## src/rtl/mem_port_arbiter.sv

```systemverilog
// Arbiter/sequencer for the shared instruction/data memory: grants one of
// dbg/ifu/lsu per access, drives the memory pins for one cycle, then acks.
module mem_port_arbiter #(
  parameter int ADDR_W = 32,
  parameter int DATA_W = 32
) (
  input  logic              clk,
  input  logic              reset,
  input  logic              i_ifu_req,
  input  logic [ADDR_W-1:0] i_ifu_addr,
  input  logic              i_lsu_req,
  input  logic              i_lsu_we,
  input  logic [ADDR_W-1:0] i_lsu_addr,
  input  logic [DATA_W-1:0] i_lsu_wdata,
  input  logic              i_dbg_req,
  input  logic              i_dbg_we,
  input  logic [ADDR_W-1:0] i_dbg_addr,
  input  logic [DATA_W-1:0] i_dbg_wdata,
  output logic              o_ifu_ack,
  output logic              o_lsu_ack,
  output logic              o_dbg_ack,
  output logic [DATA_W-1:0] o_rdata,
  output logic [ADDR_W-1:0] o_mem_addr,
  output logic [DATA_W-1:0] o_mem_wdata,
  output logic              o_mem_read,
  output logic              o_mem_write,
  input  logic [DATA_W-1:0] i_mem_rdata,
  output logic              o_busy,
  output logic [1:0]        o_state
);

  // Handshake: a requester raises req with addr/we/wdata stable and holds it
  // until its one-cycle ack. req is sampled only in IDLE, so a req still high
  // in the IDLE after the ack cycle is a new request.

  typedef enum logic [1:0] {
    S_IDLE   = 2'd0,
    S_ACCESS = 2'd1,
    S_RESP   = 2'd2
  } state_t;

  typedef enum logic [1:0] {
    G_NONE = 2'd0,
    G_IFU  = 2'd1,
    G_LSU  = 2'd2,
    G_DBG  = 2'd3
  } grant_t;

  state_t              r_state;
  state_t              w_state_nxt;
  grant_t              r_grant;
  grant_t              w_grant_nxt;
  logic                r_last_lsu;
  logic                w_last_lsu_nxt;
  logic [DATA_W-1:0]   r_rdata;
  logic                w_we;

  always_ff @(posedge clk or posedge reset) begin
    if (reset) begin
      r_state    <= S_IDLE;
      r_grant    <= G_NONE;
      r_last_lsu <= 1'b1;
      r_rdata    <= '0;
    end else begin
      r_state    <= w_state_nxt;
      r_grant    <= w_grant_nxt;
      r_last_lsu <= w_last_lsu_nxt;
      if (r_state == S_ACCESS && !w_we) begin
        r_rdata <= i_mem_rdata;
      end
    end
  end

  // dbg wins outright; ifu/lsu ties go to whoever was not granted last.
  always_comb begin
    w_state_nxt    = r_state;
    w_grant_nxt    = r_grant;
    w_last_lsu_nxt = r_last_lsu;
    case (r_state)
      S_IDLE: begin
        if (i_dbg_req) begin
          w_grant_nxt = G_DBG;
          w_state_nxt = S_ACCESS;
        end else if (i_ifu_req && (!i_lsu_req || r_last_lsu)) begin
          w_grant_nxt    = G_IFU;
          w_last_lsu_nxt = 1'b0;
          w_state_nxt    = S_ACCESS;
        end else if (i_lsu_req) begin
          w_grant_nxt    = G_LSU;
          w_last_lsu_nxt = 1'b1;
          w_state_nxt    = S_ACCESS;
        end
      end
      S_ACCESS: w_state_nxt = S_RESP;
      S_RESP: begin
        w_state_nxt = S_IDLE;
        w_grant_nxt = G_NONE;
      end
      default: begin
        w_state_nxt = S_IDLE;
        w_grant_nxt = G_NONE;
      end
    endcase
  end

  always_comb begin
    o_mem_addr  = '0;
    o_mem_wdata = '0;
    w_we        = 1'b0;
    if (r_state == S_ACCESS) begin
      case (r_grant)
        G_IFU: o_mem_addr = i_ifu_addr;
        G_LSU: begin
          o_mem_addr  = i_lsu_addr;
          o_mem_wdata = i_lsu_wdata;
          w_we        = i_lsu_we;
        end
        G_DBG: begin
          o_mem_addr  = i_dbg_addr;
          o_mem_wdata = i_dbg_wdata;
          w_we        = i_dbg_we;
        end
        default: w_we = 1'b0;
      endcase
    end
  end

  assign o_mem_read  = (r_state == S_ACCESS) && !w_we;
  assign o_mem_write = (r_state == S_ACCESS) && w_we;
  assign o_ifu_ack   = (r_state == S_RESP) && (r_grant == G_IFU);
  assign o_lsu_ack   = (r_state == S_RESP) && (r_grant == G_LSU);
  assign o_dbg_ack   = (r_state == S_RESP) && (r_grant == G_DBG);
  assign o_rdata     = r_rdata;
  assign o_busy      = (r_state != S_IDLE);
  assign o_state     = r_state;

endmodule
```

## config.mk

```make
export PLATFORM = sky130hd
export DESIGN_NAME = mem_port_arbiter
export DESIGN_NICKNAME = d
export VERILOG_FILES = /design/src/rtl/mem_port_arbiter.sv
export SDC_FILE = /design/constraint.sdc
export NUM_CORES = 1
export LEC_CHECK = 0
export ABC_AREA = 0
export BUFFER_PORTS_ARGS = -buffer_cell sky130_fd_sc_hd__buf_2
export CAP_MARGIN = 20
export CORE_AREA = 2 2 117 119
export DETAILED_ROUTE_END_ITERATION = 8
export DIE_AREA = 0 0 119 121
export GPL_ROUTABILITY_DRIVEN = 0
export GPL_TIMING_DRIVEN = 0
export PLACE_DENSITY = 0.61
export SYNTH_ARGS = -nofsm -noshare
export SYNTH_HDL_FRONTEND = slang
export SYNTH_SLANG_ARGS = --single-unit
```

## constraint.sdc

```tcl
create_clock -name clk -period 1.9 [get_ports clk]
set_clock_uncertainty 0.05 [all_clocks]
set_input_delay 0.38 -clock clk [delete_from_list [all_inputs] [get_ports clk]]
set_output_delay 0.38 -clock clk [all_outputs]
set_load 0.02 [all_outputs]
```

Word level (Yosys, flattened, before mapping)
Index checks and enable logic that the tools add are counted.
Storage, ports and cells
  flip-flop bits (word level): 37
  bits of input ports: 199
  output and inout bits: 104
  logic and storage cells: 42
Cells by class
  equality and inequality tests: 6
  mux-type cells: 16
  bitwise operators: 2
  reduce and logical (&&, ||, !) cells: 14
Operator list (count)
  32-bit case mux with 3 select lines: 1
  32-bit two-way mux: 2
  32-bit case mux with 2 select lines: 1
  2-bit two-way mux: 6
  2-bit case mux with 2 select lines: 2
  2-bit == test (second input constant): 3
  1-bit logical AND: 6
  2-bit by 1-bit == test with 1-bit output (second input constant): 2
  4-bit != test (second input constant): 1
  2-bit nonzero test: 2
  1-bit two-way mux: 3
  3-bit AND reduction: 1
  1-bit zero test: 2
  2-bit zero test: 1
  1-bit inverter: 2
  1-bit case mux with 2 select lines: 1
  2-bit AND reduction: 1
  1-bit logical OR: 1

Longest topological paths before layout
  word-level depth: 6
  gate-level depth with buffers: 6
  gate-level depth less buffers: 4

Worst setup path after synthesis
Ideal clock, no wire load.
  kind: register -> output
  from: register r_state[1] (netlist: o_state[1])
  to: output port o_mem_wdata[10]
  arrival time: 1.514 ns
  data required time: 1.470 ns
  slack: -0.044 ns
  cell stages (with the launch flop): 7
  cells stage by stage: dfrtp_1 > nand2b_1 > buf_2 > inv_1 > nand2_1 > clkbuf_1 > nor2_1
On the way
  longest elaborated chain between the ends: 2
RTL lines
  start, declared: line 49  | state_t r_state;
  start signal, assigned: line 65  | r_state <= w_state_nxt;
  2-bit by 1-bit == test with 1-bit output: line 110  | if (r_state == S_ACCESS) begin
  32-bit two-way mux: line 110
  end, declared: line 24  | output logic [DATA_W-1:0] o_mem_wdata,
Every way passes these cells.

Worst setup path in the final report
  from: register r_grant[0]
  to: output port o_mem_addr[30]
On the way
  longest elaborated chain between the ends: 3
  elaborated cells on any way between the ends: 5
  those cells by class: eq/ne: 3; mux: 2
RTL lines
  start, declared: line 51  | grant_t r_grant;
  start signal, assigned: line 66  | r_grant <= w_grant_nxt;
  2-bit == test or 2-bit by 1-bit == test with 1-bit output (tied branches): line 111  | case (r_grant)
  32-bit case mux with 3 select lines (*): line 111
  32-bit two-way mux (*): line 110
  end, declared: line 23  | output logic [ADDR_W-1:0] o_mem_addr,
Every way passes the cells marked *; elsewhere a longest branch is shown, timed or not.

==> results.txt <==
The run finished, with violations left. The final reports fail on setup timing. Relative to the synthesized area, the layout overhead comes to 90.8%. The first element of the critical path is r_grant[0]. The clock-pin transition on the worst setup and hold timing paths is 60 ps. The worst stage delay on the critical path came out at 340 ps. The synthesized design spends more area on one cell type than any other, namely dfrtp_1.

The type of the setup path with the least slack is reg -> out. Setup repair after global routing could not meet its margin everywhere. Entering global routing, the biggest net connects 38 pins. Once detailed placement completed, the half-perimeter wirelength came to roughly 10 mm.

The count of pins over their slew limit is 0. Summing the sequential cell areas from Yosys gives 31.9% of the chip area. The aggregate global-route resource usage is between 10% and 20%. The first detailed-routing pass took 4 iterations. The synthesized design contains 37 register bits.

The total routed wirelength came out at 12.6 mm. The total via count in the routed design is 3405. The sequential cells in the finished layout cover a total of 931 sq um. The count of warnings emitted by yosys is 0. Of the total synthesized cell area, the portion taken by AND, OR, NAND and NOR gates is 12.2%. The deepest level of the CTS H-tree came out at 2. The launch point of the worst reg-to-reg path is r_grant[0]. The final worst slack is -202 ps.

The cell area that synthesis handed to floorplanning was 2910 sq um. The analysis attributes to cell leakage a power of about 2.9 nW. The area share of the largest cell type after synthesis came out at 31.0%.

By area the synthesized netlist is led by dfrtp_1 (31%), mux2_4 (15%), mux2_2 (14%), mux2i_1 (11%), nor2_1 (8.8%). The post-synthesis cell type count came out at 26. The first routing iteration left 90 violations.

After detailed routing, the number of remaining DRC violations is 0. The remaining number of nets flagged by the antenna check after routing is 0. Of all nets on the critical path, the largest fanout is 10. The wire length per cell came out at ~16 um. The share of final-layout standard cells stronger than drive strength 1 came out at 75.7%. The detailed-route vias per instance came out at 4.34. The worst slew margin relative to its limit came out at 49.1%. The min-delay analysis places its worst path in the category in -> async. The initialized floorplan defines 42 standard-cell rows. Clock tree synthesis inserted a total of 5 buffers.

The count of clock tree sinks is 37. Power spread over the standard cell area amounts to 1670 nW/um^2. The post-layout net count is 806. The buffer type at the clock tree root is clkbuf_16. Setup violations remaining at the end of the flow were counted as 85.

The number of hold violations in the final report came out at 0. Across the VDD grid, the largest voltage drop is 0.466 mV. The overall die height came out at 121 um. STA classifies the critical path startpoint as a flop. The cell count after synthesis came out at 286. By area, the combinational part of the netlist is dominated by multiplexers.

The aggregate negative setup slack came out at -9020 ps. From left edge to right edge, the die measures 119 um. The highest attainable clock frequency came out at 476 MHz.

The worst setup path is captured at an output pin. The number of filler instances in the final layout came out at 1320. The number of antenna violations at the first check in global routing is 0. The maximum clock insertion buffer count came out at 2. The leftover overflow at the end of global routing is 0.

The repair_antennas step left the layout with diodes totalling 0. The clock insertion delay at the later pin of the skew report is 270 ps. The number of global-route vias before repair is around 3400. After layout, the worst path uses 111% of the clock period. The synthesized netlist devotes 0% of its cell area to adder and majority cells. The core area came out at 13100 sq um.

The clock period minus worst slack is 2100 ps. Total power for the finished layout comes to 9.25 mW. The actual slew at the worst max-slew pin is 763 ps. The signal on the critical path passes through buf_6 -> buf_8 -> mux2_2 -> a22oi_1 -> nor2_1 -> buf_2. The data arrival at the endpoint of the critical path is 1670 ps.

The proportion of synthesized area in mux cells is 40.0%. The endpoint required time on the critical path came out at 1470 ps. The I/O pin count is approximately 300. The total die area came out at 14400 sq um. The first-pass GRT wire length came out at 18.2 mm. The average size of a mapped cell is about 10 sq um. The number of buffer cells added on primary ports came out at ~300.

The critical-path cell with the highest stage delay is dfrtp_1. Max-cap violations in this run came to 0. For this configuration, the core starts out at a cell density of 22.2%.

TritonCTS built the clock tree. The area of combinational cells with multiple inputs came out at 2070 sq um. The post-synthesis compound-gate area fraction is 9.81%. The net count after synthesis came out at around 490. The area share of xor/xnor cells in the synthesized design came out at 0%.
registers in the layout, summed over array words and instances (netlist names):
name        count
r_last_lsu      1
o_rdata        32
o_state         2
r_grant         2
synth_stat cells:
cell,count
o21a_1,1
buf_1,2
a21oi_1,3
a21oi_4,1
mux2_4,30
mux2_2,35
nand2b_1,1
buf_12,3
or2_2,2
nor3_1,1
dfstp_2,1
inv_1,4
and3_1,3
buf_2,6
mux2i_1,32
nor3b_1,1
a31oi_1,1
and2_1,1
clkbuf_1,14
dfrtp_1,36
nand2_1,2
nor2b_1,3
a22oi_1,32
nor4b_1,2
nor2_1,68
buf_6,1
power by group:
part / internal [mW] / switching (mW) / total, mW
sequential: 1.22 / 0.241 / 1.46
combinational: 3.44 / 3.41 / 6.85
clock: 0.655 / 0.292 / 0.947
total: 5.31 / 3.94 / 9.25
cells by family (layout without fill, tap and decap cells):
kind of cell | Yosys count | after routing
muxes | 97 | 97
and+or+nand+nor | 84 | 84
AOI/OAI and AO/OA | 38 | 38
DFF | 37 | 37
buffers and inverters | 30 | 352
worst paths after layout:
check                                 end  slack [ps]  cells after the start
setup / recovery           o_mem_addr[30]        -200                      6
hold / removal                o_rdata[26]         190                      2
setup reg to reg               o_rdata[4]         -50                      7
hold reg to reg               o_rdata[15]         450                      1
max in group asynchronous      o_state[1]        1080                      2
min in group clk              o_rdata[16]         280                      2
final cells by class:
class / instances / share of cell area (%)
multi-input cells: 219 / 37.2
inverters: 4 / 0.361
flip-flops and latches: 37 / 16.8
plain buffers: 25 / 6.31
repair buffers: 315 / 32.2
clock inverters: 1 / 0.541
clock buffers: 7 / 2.57
well taps: 176 / 3.97
layout by cell type (no fill, tap or decap), drive strengths merged, types with 2 or more instances in the layout:
cell type,n
a21oi,4
clkbuf,20
nor2,68
dfrtp,36
nor2b,3
and3,3
mux2,65
nand2,2
nor4b,2
inv,4
mux2i,32
a22oi,32
or2,2
buf,327
critical path, delay by kind of cell, from the launching register on:
kind	cells	cell delay, ps
AOI/OAI and AO/OA	1	190
buffers and inverters	3	470
DFF	1	340
muxes	1	340
and+or+nand+nor	1	50
metal layers:
layer	global-route usage, %	vias up	wire [um]
met4	3.72	0	182
li1	-	1660	-
met2	30.0	166	6620
met5	0	-	0
met3	3.38	16	811
met1	18.9	1563	5020
through the flow:
| step | cells | utilization (%) | hold slack [ps] | area [sq um] | worst slack [ps] |
|---|---|---|---|---|---|
| finish | 784 | 42.4 | 193 | 5550 | -202 |
| global route | 784 | 42.4 | 270 | 5550 | -276 |
| global placement | 764 | 35.5 | 435 | 4640 | -363 |
| floorplan | 286 | - | 446 | 2910 | -43.9 |
| detailed placement | 764 | 35.5 | 437 | 4640 | -351 |
| CTS | 778 | 40.5 | 222 | 5300 | -216 |
what timing repair did:
action	in CTS	in global routing
buffers inserted	4	5
resized for setup	123	51
hold buffers	0	0
cloned	2	2
setup endpoints to repair	82	69
pin swaps	10	8
Note: power is estimated with default switching activity, not from simulation.
